[src/rtl/stopwatch_ctrl.sv]
//============================================================================
// Module      : stopwatch_ctrl
// Description : RUN/PAUSED/ADJ mode sequencer for the stopwatch counters.
//               It turns divider ticks into single-cycle increment enables,
//               a counter clear and display blink qualifiers. Every output
//               is registered.
//               Defining the macro SATURATE_EN stops the count at 59:59
//               (HALT state) instead of letting it wrap.
// Revision    : 1.0 - initial release
//============================================================================
`default_nettype none

module stopwatch_ctrl #(
    parameter bit START_PAUSED = 1'b1
) (
    input  logic       clk,
    input  logic       rst,
    input  logic       tick_1hz,
    input  logic       tick_2hz,
    input  logic       tick_4hz,
    input  logic       pause_btn,
    input  logic       adj,
    input  logic       sel,
    input  logic       sec_max,
    input  logic       min_max,
    output logic       sec_inc,
    output logic       min_inc,
    output logic       cnt_clr,
    output logic       running,
    output logic       blink_sec,
    output logic       blink_min,
    output logic [1:0] state
);

    localparam logic [1:0] S_PAUSED = 2'b00;
    localparam logic [1:0] S_RUN    = 2'b01;
    localparam logic [1:0] S_ADJ    = 2'b10;
    localparam logic [1:0] S_HALT   = 2'b11;
    localparam logic [1:0] S_RESET  = START_PAUSED ? S_PAUSED : S_RUN;

    logic [1:0] r_state;
    logic       r_ret_run;
    logic       r_phase;
    logic       r_pause_prev;
    logic       r_rst_d;
    logic       r_sec_inc;
    logic       r_min_inc;
    logic       r_cnt_clr;
    logic       r_running;
    logic       r_blink_sec;
    logic       r_blink_min;

    logic [1:0] w_state_nxt;
    logic       w_ret_run_nxt;
    logic       w_pause_rise;
    logic       w_saturate;
    logic       w_phase_nxt;
    logic       w_sec_inc_nxt;
    logic       w_min_inc_nxt;
    logic       w_running_nxt;
    logic       w_blink_sec_nxt;
    logic       w_blink_min_nxt;

    assign w_pause_rise = pause_btn & ~r_pause_prev;

`ifdef SATURATE_EN
    assign w_saturate = (r_state == S_RUN) & tick_1hz & sec_max & min_max;
`else
    assign w_saturate = 1'b0;
`endif

    // State register, including the ADJ return target and pause edge history
    always_ff @(posedge clk) begin
        if (rst) begin
            r_state      <= S_RESET;
            r_ret_run    <= 1'b0;
            r_phase      <= 1'b0;
            r_pause_prev <= 1'b1;
            r_rst_d      <= 1'b1;
        end else begin
            r_state      <= w_state_nxt;
            r_ret_run    <= w_ret_run_nxt;
            r_phase      <= w_phase_nxt;
            r_pause_prev <= pause_btn;
            r_rst_d      <= 1'b0;
        end
    end

    // Next-state logic; adj entry outranks every other transition
    always_comb begin
        w_state_nxt   = r_state;
        w_ret_run_nxt = r_ret_run;
        if (adj && (r_state != S_ADJ)) begin
            w_ret_run_nxt = (r_state == S_RUN);
            w_state_nxt   = S_ADJ;
        end else begin
            case (r_state)
                S_ADJ: begin
                    if (!adj) begin
                        w_state_nxt = r_ret_run ? S_RUN : S_PAUSED;
                    end else if (w_pause_rise) begin
                        w_ret_run_nxt = ~r_ret_run;
                    end
                end
                S_PAUSED: begin
                    if (w_pause_rise) begin
                        w_state_nxt = S_RUN;
                    end
                end
                S_RUN: begin
                    if (w_saturate) begin
                        w_state_nxt = S_HALT;
                    end else if (w_pause_rise) begin
                        w_state_nxt = S_PAUSED;
                    end
                end
                default: begin
                    w_state_nxt = r_state;
                end
            endcase
        end
    end

    // Output logic: strobes follow the pre-transition state, blink the next one
    always_comb begin
        w_sec_inc_nxt = 1'b0;
        w_min_inc_nxt = 1'b0;
        case (r_state)
            S_RUN: begin
                if (tick_1hz && !w_saturate) begin
                    w_sec_inc_nxt = 1'b1;
                    w_min_inc_nxt = sec_max;
                end
            end
            S_ADJ: begin
                if (tick_2hz) begin
                    w_sec_inc_nxt = sel;
                    w_min_inc_nxt = ~sel;
                end
            end
            default: begin
                w_sec_inc_nxt = 1'b0;
                w_min_inc_nxt = 1'b0;
            end
        endcase

        if (w_state_nxt == S_ADJ) begin
            w_phase_nxt = r_phase ^ ((r_state == S_ADJ) & tick_4hz);
        end else begin
            w_phase_nxt = 1'b0;
        end

        w_blink_min_nxt = (w_state_nxt == S_ADJ) & ~sel & w_phase_nxt;
        w_blink_sec_nxt = (w_state_nxt == S_ADJ) &  sel & w_phase_nxt;
        w_running_nxt   = (w_state_nxt == S_RUN);
    end

    // cnt_clr is held one extra cycle beyond reset via r_rst_d
    always_ff @(posedge clk) begin
        if (rst) begin
            r_sec_inc   <= 1'b0;
            r_min_inc   <= 1'b0;
            r_cnt_clr   <= 1'b1;
            r_running   <= (S_RESET == S_RUN);
            r_blink_sec <= 1'b0;
            r_blink_min <= 1'b0;
        end else begin
            r_sec_inc   <= w_sec_inc_nxt;
            r_min_inc   <= w_min_inc_nxt;
            r_cnt_clr   <= r_rst_d;
            r_running   <= w_running_nxt;
            r_blink_sec <= w_blink_sec_nxt;
            r_blink_min <= w_blink_min_nxt;
        end
    end

    assign sec_inc   = r_sec_inc;
    assign min_inc   = r_min_inc;
    assign cnt_clr   = r_cnt_clr;
    assign running   = r_running;
    assign blink_sec = r_blink_sec;
    assign blink_min = r_blink_min;
    assign state     = r_state;

endmodule

`default_nettype wire

[config.mk]
export PLATFORM = sky130hd
export DESIGN_NAME = stopwatch_ctrl
export DESIGN_NICKNAME = d
export VERILOG_FILES = /design/src/rtl/stopwatch_ctrl.sv
export SDC_FILE = /design/constraint.sdc
export NUM_CORES = 1
export LEC_CHECK = 0
export CORE_UTILIZATION = 43
export CTS_CLUSTER_SIZE = 24
export DETAILED_ROUTE_END_ITERATION = 12
export GPL_ROUTABILITY_DRIVEN = 0
export PLACE_DENSITY = 0.8
export SYNTH_ARGS = -nofsm -noshare
export SYNTH_HDL_FRONTEND = slang
export SYNTH_SLANG_ARGS = --single-unit
export TNS_END_PERCENT = 50
[constraint.sdc]
create_clock -name clk -period 2.1 [get_ports clk]
set_input_delay 0.21 -clock clk [delete_from_list [all_inputs] [get_ports clk]]
set_output_delay 0.21 -clock clk [all_outputs]
set_load 0.1 [all_outputs]
# Yosys cells after proc, flatten, opt, wreduce, memory -nomap -nowiden
# Index checks and enable logic that the tools add are counted.
# word_totals
register_bits,12
in_bits,10
out_inout_bits,8
# classes
eq_ne,5
mux,18
n_bitwise,10
reduce_logical,6
# ops
operator,n
$mux W1,11
$mux W2,4
$and A1 B1 Y1,6
$pmux W2 S3,1
$reduce_bool A2 Y1,3
$eq A2 B1 Y1 const B,2
$eq A2 B2 Y1 const B,2
$pmux W1 S2,2
$not A1 Y1,3
$reduce_and A3 Y1,1
$logic_not A2 Y1,1
$ne A2 B2 Y1 const B,1
$logic_and A1 B1 Y1,1
$xor A1 B1 Y1,1

# Depth between registers and ports, before layout
# logic_depth
depth_word,8
ltp_mapped,6

# Least setup slack after synthesis
# No wires, ideal clock.
# synth_path
kind,register -> register
start,"register r_state[0], in the netlist state[0]"
end,"register r_blink_min, in the netlist blink_min"
setup_time_ns,0.087
arrival_ns,2.301
required_ns,2.013
setup_slack_ns,-0.287
stages_incl_launch_ff,7
path_buffers,0
period_less_slack_ns,2.387
cell_sequence,dfxtp_1 -> inv_1 -> ha_1 -> nor2b_4 -> nor2_2 -> a211o_4 -> nor4b_4
# synth_via
elab_chain_cells,6
# synth_lines
item,line,text
"start, declared",41,logic [1:0] r_state;
"start signal, assigned",81,r_state <= w_state_nxt;
"$eq A2 B1 Y1, or another cell as far along",97,case (r_state)
$pmux W2 S3 / $logic_and A1 B1 Y1 (equally long branches),"97, 93",
$mux W2,93,if (adj && (r_state != S_ADJ)) begin
$eq A2 B2 Y1,"147, 153",
$and A1 B1 Y1 / $mux W1 (equally long branches),"153, 147",
$and A1 B1 Y1 *,153,w_blink_min_nxt = (w_state_nxt == S_ADJ) & ~sel & w_phase_nxt;
"end signal, assigned",173,r_blink_min <= w_blink_min_nxt;
"end, declared",51,logic r_blink_min;
# Every way passes the cells marked *; elsewhere a longest branch is shown, timed or not.
# A chain may end at the register's enable or synchronous reset.

# Worst setup path in the final report
# Ends and elaborated chain as after synthesis.

==> summary.txt <==
Inserted Clock Buffers: 3
Worst-margin pin slew: 0.3280 ns
Crit start category: register
Max Slew Vio Count: 0
Detailed Route WL: 1080 um
Worst min-delay path class: reg2reg
Number of diodes: 0
Final worst-path cycle share: 0.8168
Status: finished clean
Crit Reg-Reg Startpoint: state[0]
Syn Nets: 74
Fin. Hold Viols: 0
Clock slew at reported path FFs: 0.07 ns
Initial DRT Pass Iterations: 4
DP HPWL: 861.6 um
Remaining DRCs: 0
Congestion Overflow GR: 0
CTS root buf: clkbuf_4
# placed instances: 89
Avg WL per Cell: 11.61 um
Clk buf depth: 2
RSZ-0062 raised after global routing: false
Initial antenna violation count: 0
Maximum vdd drop: 0.0006175 V
Fmax: 583.0 MHz
Largest area contributor in the netlist: dfxtp_1
Leakage: 0.3301 nW
Metal3 WL: 60 um
Share of the yosys chip area belonging to registers: 0.4165
Via/cell ratio: 5.065
Mapped Cells: 59
Crit path from: state[0]
Final worst slack: 0.3848 ns
Synthesized flop and latch total: 12
Cts repair resizes: 0
Pwr Total: 0.0005517 W
Setup Buffers After CTS: 0
Layout Skew: 0.003285 ns
Cell Rows: 12
Share of the synthesized area in the top cell type: 0.4165
Post-CTS Hold Fix Bufs: 0
Crit path max fanout: 8
Pin count of the biggest net entering global routing: 9
Count of different cell masters after synthesis: 25
Antenna viol nets, final: 0
Top Ports: 18
DR vias: 471
CTS tree: yes
Initial Utilization: 0.4925
Top cells by area, synth: dfxtp_1 (42%), ha_1 (11%), nor4b_4 (4.1%), inv_1 (3.9%), nor2_1 (3.3%)
Max Cap Violations: 0
Area Overhead vs Synth: 34.06%
CTS H-tree lvls: 1
Met2 Wirelength: 550 um
Port bufs: 16
Layout cell share with drive strength beyond 1: 0.2658
Crit end category: register
Synth warn: 0
Die Ht: 38.63 um
Initial detailed-routing violation count: 5
PwrDens: 713.5 nW/um2
Skew-Pair Late Insertion Delay: 0.27 ns
Hold WS: 0.4221 ns
# clock sinks: 12
Top routing layer in use: met3
Mean Syn Cell Area: 9.776 um2
Vias in the first global route: 434
Die Area: 1492 um2
Required @ worst endpoint: 2.29 ns
Setup CP Type: reg2reg
Die X: 38.63 um
Mapped Area: 576.8 um2
Reg2reg setup slack: 0.38 ns
First-pass GRT wire length: 1828 um
Final setup vio count: 0
Arrival @ worst endpoint: 1.91 ns
Min Tclk post-route: 1.715 ns
Core area: 1171 um2
Total GRT Usage: 0.1884
Final TNS setup: 0 ns
Layout Nets: 95
Hold_sp: r_rst_d
Fin cells: 93
Pre-CTS setup slack: 0.3805 ns
FILL cells: 100
M1 WL: 470 um
Slew HR: 0.7790
## power breakdown
group	switching (W)	internal, W	leakage, nW	total, W
Clock	0.0000762	0.000105	0.0210	0.000182
Combinational	0.0000816	0.0000456	0.210	0.000127
Sequential	0.00000622	0.000237	0.0989	0.000243
## critical path, cell delays in order, from the launching register on
cell,delay [ns]
dfxtp_2,0.37
inv_1,0.08
ha_1,0.32
a21oi_1,0.23
o211ai_1,0.14
a22oi_2,0.27
nor4b_4,0.23
## layer usage
metal	global-route usage	up-vias
met4	0.05172	0
met1	0.2115	221
met2	0.3042	11
li1	-	239
met5	0	-
met3	0.1040	0
## final cells by class
type	instances	area (um2)	area share
multi-input cells	41	314.1	0.4061
flip-flops and latches	12	242.7	0.3139
inverters	6	22.52	0.02913
well taps	14	17.52	0.02265
repair buffers	16	140.1	0.1812
clock buffers	4	36.28	0.04693
## placed cells by master, fill, tap and decap left out
master,count
a21oi_1,3
nor2_2,1
a211o_4,1
nand3b_1,1
and4bb_1,1
nor2b_1,2
nor2_1,5
dfxtp_1,10
xor2_1,1
dfxtp_2,2
inv_1,6
nor3_1,1
nand2b_1,2
ha_1,5
a32oi_1,1
nand3_1,1
o211ai_1,1
a211oi_1,1
clkbuf_8,1
clkdlybuf4s50_1,8
o21ai_0,3
or2_2,2
nand2_1,4
o22ai_1,1
nor4b_4,1
nor3b_1,1
buf_4,8
a22oi_2,1
clkbuf_4,3
nor2b_4,1
## cells in the mapped netlist (all sizes together)
library cell,count
nand3b,1
a211o,1
a22oi,1
nand2b,2
inv,6
ha,5
nor2,6
and4bb,1
o211ai,1
o21ai,3
nor3,1
nor3b,1
nand3,1
o22ai,1
or2,2
nor4b,1
xor2,1
a211oi,1
dfxtp,12
a32oi,1
nand2,4
a21oi,3
nor2b,3
## through the flow
stage / cell area (um2) / util
final: 773.2 / 0.6603
after global routing: 773.2 / 0.6603
after CTS: 773.2 / 0.6603
after detailed placement: 737.0 / 0.6293
after global placement: 737.0 / 0.6293
after floorplan: 579.3 / -
## kinds of logic after synthesis
logic type	count (synthesis)	share of synthesized area
AO/OA/AOI/OAI	12	0.1562
XOR/XNOR	1	0.01519
adder cells (fa/ha/maj)	5	0.1085
buffers and inverters	6	0.03904
flip-flops	12	0.4165
AND/OR/NAND/NOR	23	0.2646
## state kept, by name (all words and copies together), names as in the netlist
signal and cells:
blink_min 1, r_ret_run 1, r_phase 1, cnt_clr 1
blink_sec 1, r_rst_d 1, min_inc 1, running 1
sec_inc 1, r_pause_prev 1, state 2
## final timing paths
path,endpoint,depth (start not counted)
setup reg to reg,blink_min,6
hold reg to reg,cnt_clr,1
setup / recovery,blink_min,6
hold / removal,cnt_clr,1
No activity file was read; power rests on OpenSTA's default activity.
==> RTL change: new RTL, same flow settings <==
The output `cnt_clr` loses its register stage (`r_cnt_clr` becomes a continuous assignment).
--- a/src/rtl/stopwatch_ctrl.sv
+++ b/src/rtl/stopwatch_ctrl.sv
@@ -160,19 +160,19 @@
         if (rst) begin
             r_sec_inc   <= 1'b0;
             r_min_inc   <= 1'b0;
-            r_cnt_clr   <= 1'b1;
             r_running   <= (S_RESET == S_RUN);
             r_blink_sec <= 1'b0;
             r_blink_min <= 1'b0;
         end else begin
             r_sec_inc   <= w_sec_inc_nxt;
             r_min_inc   <= w_min_inc_nxt;
-            r_cnt_clr   <= r_rst_d;
             r_running   <= w_running_nxt;
             r_blink_sec <= w_blink_sec_nxt;
             r_blink_min <= w_blink_min_nxt;
         end
     end
+
+    assign r_cnt_clr = r_rst_d;
 
     assign sec_inc   = r_sec_inc;
     assign min_inc   = r_min_inc;
Check against the original RTL: not equivalent (Yosys sat finds a counterexample within 4 cycles, from zero or initial values and one cycle with rst high).
==> RTL change against the original RTL <==
- via count up 1.7%
- critical path depth stayed put
- clock power shrank 23%
- worst setup slack better by 110 ps
- power decreased by 9.2%
- hold slack improved by 140 ps
- maximum frequency up 6.8%
- area after synthesis decreased by 6.9%
- design area shrank 7.0%
- cell count is 4.3% lower
- sequential cell count down 1
- routed wire length grew 2.8%
- critical path type unchanged
- critical endpoint is now running
- highest routed layer is now met4
==> RTL change: results (changes against the original RTL) <==
global_routing:
  grtUsageMet2: 0.3333  # +0.02917
  grt_max_degree: 11  # +2
  grt_usage: 0.1940  # +0.005549
  grt_pass1_vias: 440  # +1.4%
  grtUsageMet1: 0.2111  # -0.0003584
  antenna_found_initial: 0  # unchanged
  gr-usage-met3: 0.08929  # -0.01476
synthesis:
  yosys.area_share.adder: 0.1166  # +0.008090
  syn_avg_cell_area_um2: 9.585  # -2.0%
  synth_edf_count: 0  # unchanged
  ys_seq_area_frac: 0.4103  # -0.006229
  syn_nets: 71  # -4.1%
  yosys_warnings: 0  # unchanged
  synthDistinctLibCells: 26  # +4.0%
  synthXorXnorAreaFrac: 0.01632  # +0.001133
  async_reset_ff_frac: 0  # unchanged
  synth-compound-area-share: 0.1585  # +0.002326
  synth_area_leaders: "dfxtp_1 41%, ha_1 12%, nor2_1 3.5%"
  yosys-top-cells-count: "11 x dfxtp_1, 5 x ha_1, 5 x nor2_1"
critical_path:
  reg2reg_slack_ps: 490  # +110 ps
  critPathMaxFanout: 6  # -2
  slowest_delay_ps: 350  # -20 ps
  cp_top_family: "compound AO/OA/AOI/OAI gates"
  worst-endpoint-arrival_ps: 1820  # -90 ps
clock_network:
  postCtsSetupRepairBufs: 0  # unchanged
  cts_buffer_depth: 2  # unchanged
  root_buffer: "clkbuf_4"
  cts_buffers: 3  # unchanged
  post_cts_resized: 0  # unchanged
  clk_pin_slew_ps: 60
routing:
  wl_met2_um: 538  # -2.2%
  dr_wl_met3_um: 92  # +53%
  wl_um: 1110  # +2.8%
  drt-met1-wl_um: 467  # -0.64%
  drt_iter0_markers: 5  # unchanged
  dr_total_vias: 479  # +1.7%
  top_layer: "met4"
timing:
  fin_worst_skew_ps: 0.8047  # -2.480 ps
  post-route-period-util: 0.7646  # -0.05212
  holdWs_ps: 559.0  # +136.9 ps
  slew-limit-headroom: 0.7507  # -0.02836
placed_design:
  pre_cts_ws_ps: 333.4  # -47.06 ps
  dp_hpwl_um: 844.3  # -2.0%
  dpl_cell_area_um2: 693.2  # -5.9%
  dpl.cell_count: 85  # -4.5%
finish:
  largest_reg_flops: 2  # unchanged
  drive_gt1_frac: 0.2400  # -0.02582
  stdcell_count: 89  # -4.3%
  antenna_cells: 0  # unchanged
  finalNetCount: 91  # -4.2%
pwr:
  leakage_nw: 0.3016  # -8.6%
  ir_worst_vdd_mv: 0.4463  # -28%
worst_hold_path:
  hold_class: "in -> reg"
outcome:
  status: "finished, final reports clean"
[RTL change: layout make-up]
type	count	area, um^2
Sequential cell	11	222.7
Inverter	3	11.26
Tap cell	14	17.52
Multi-Input combinational cell	41	301.5
Clock buffer	4	26.28
Timing Repair Buffer	16	140.1
Fill cell	103	406.6
[RTL change: logic make-up after synthesis]
family,after synthesis
flops,11
buf+inv,4
simple gates,23
xor+xnor,1
compound gates,12
fa+ha+maj,5
[RTL change: power by group]
part / internal (mW) / total [mW] / switching (mW) / leakage (nW)
logic: 0.0463 / 0.136 / 0.0895 / 0.196
clock network: 0.0736 / 0.141 / 0.0671 / 0.0150
registers: 0.218 / 0.225 / 0.00671 / 0.0905
total: 0.338 / 0.501 / 0.163 / 0.302
[RTL change: worst paths after layout]
kind                                from  depth (start not counted)         to
worst max-delay path            state[0]                          6    running
worst min-delay path             sec_max                          3    min_inc
worst max register to register  state[0]                          6    running
worst min register to register   r_phase                          3  blink_min
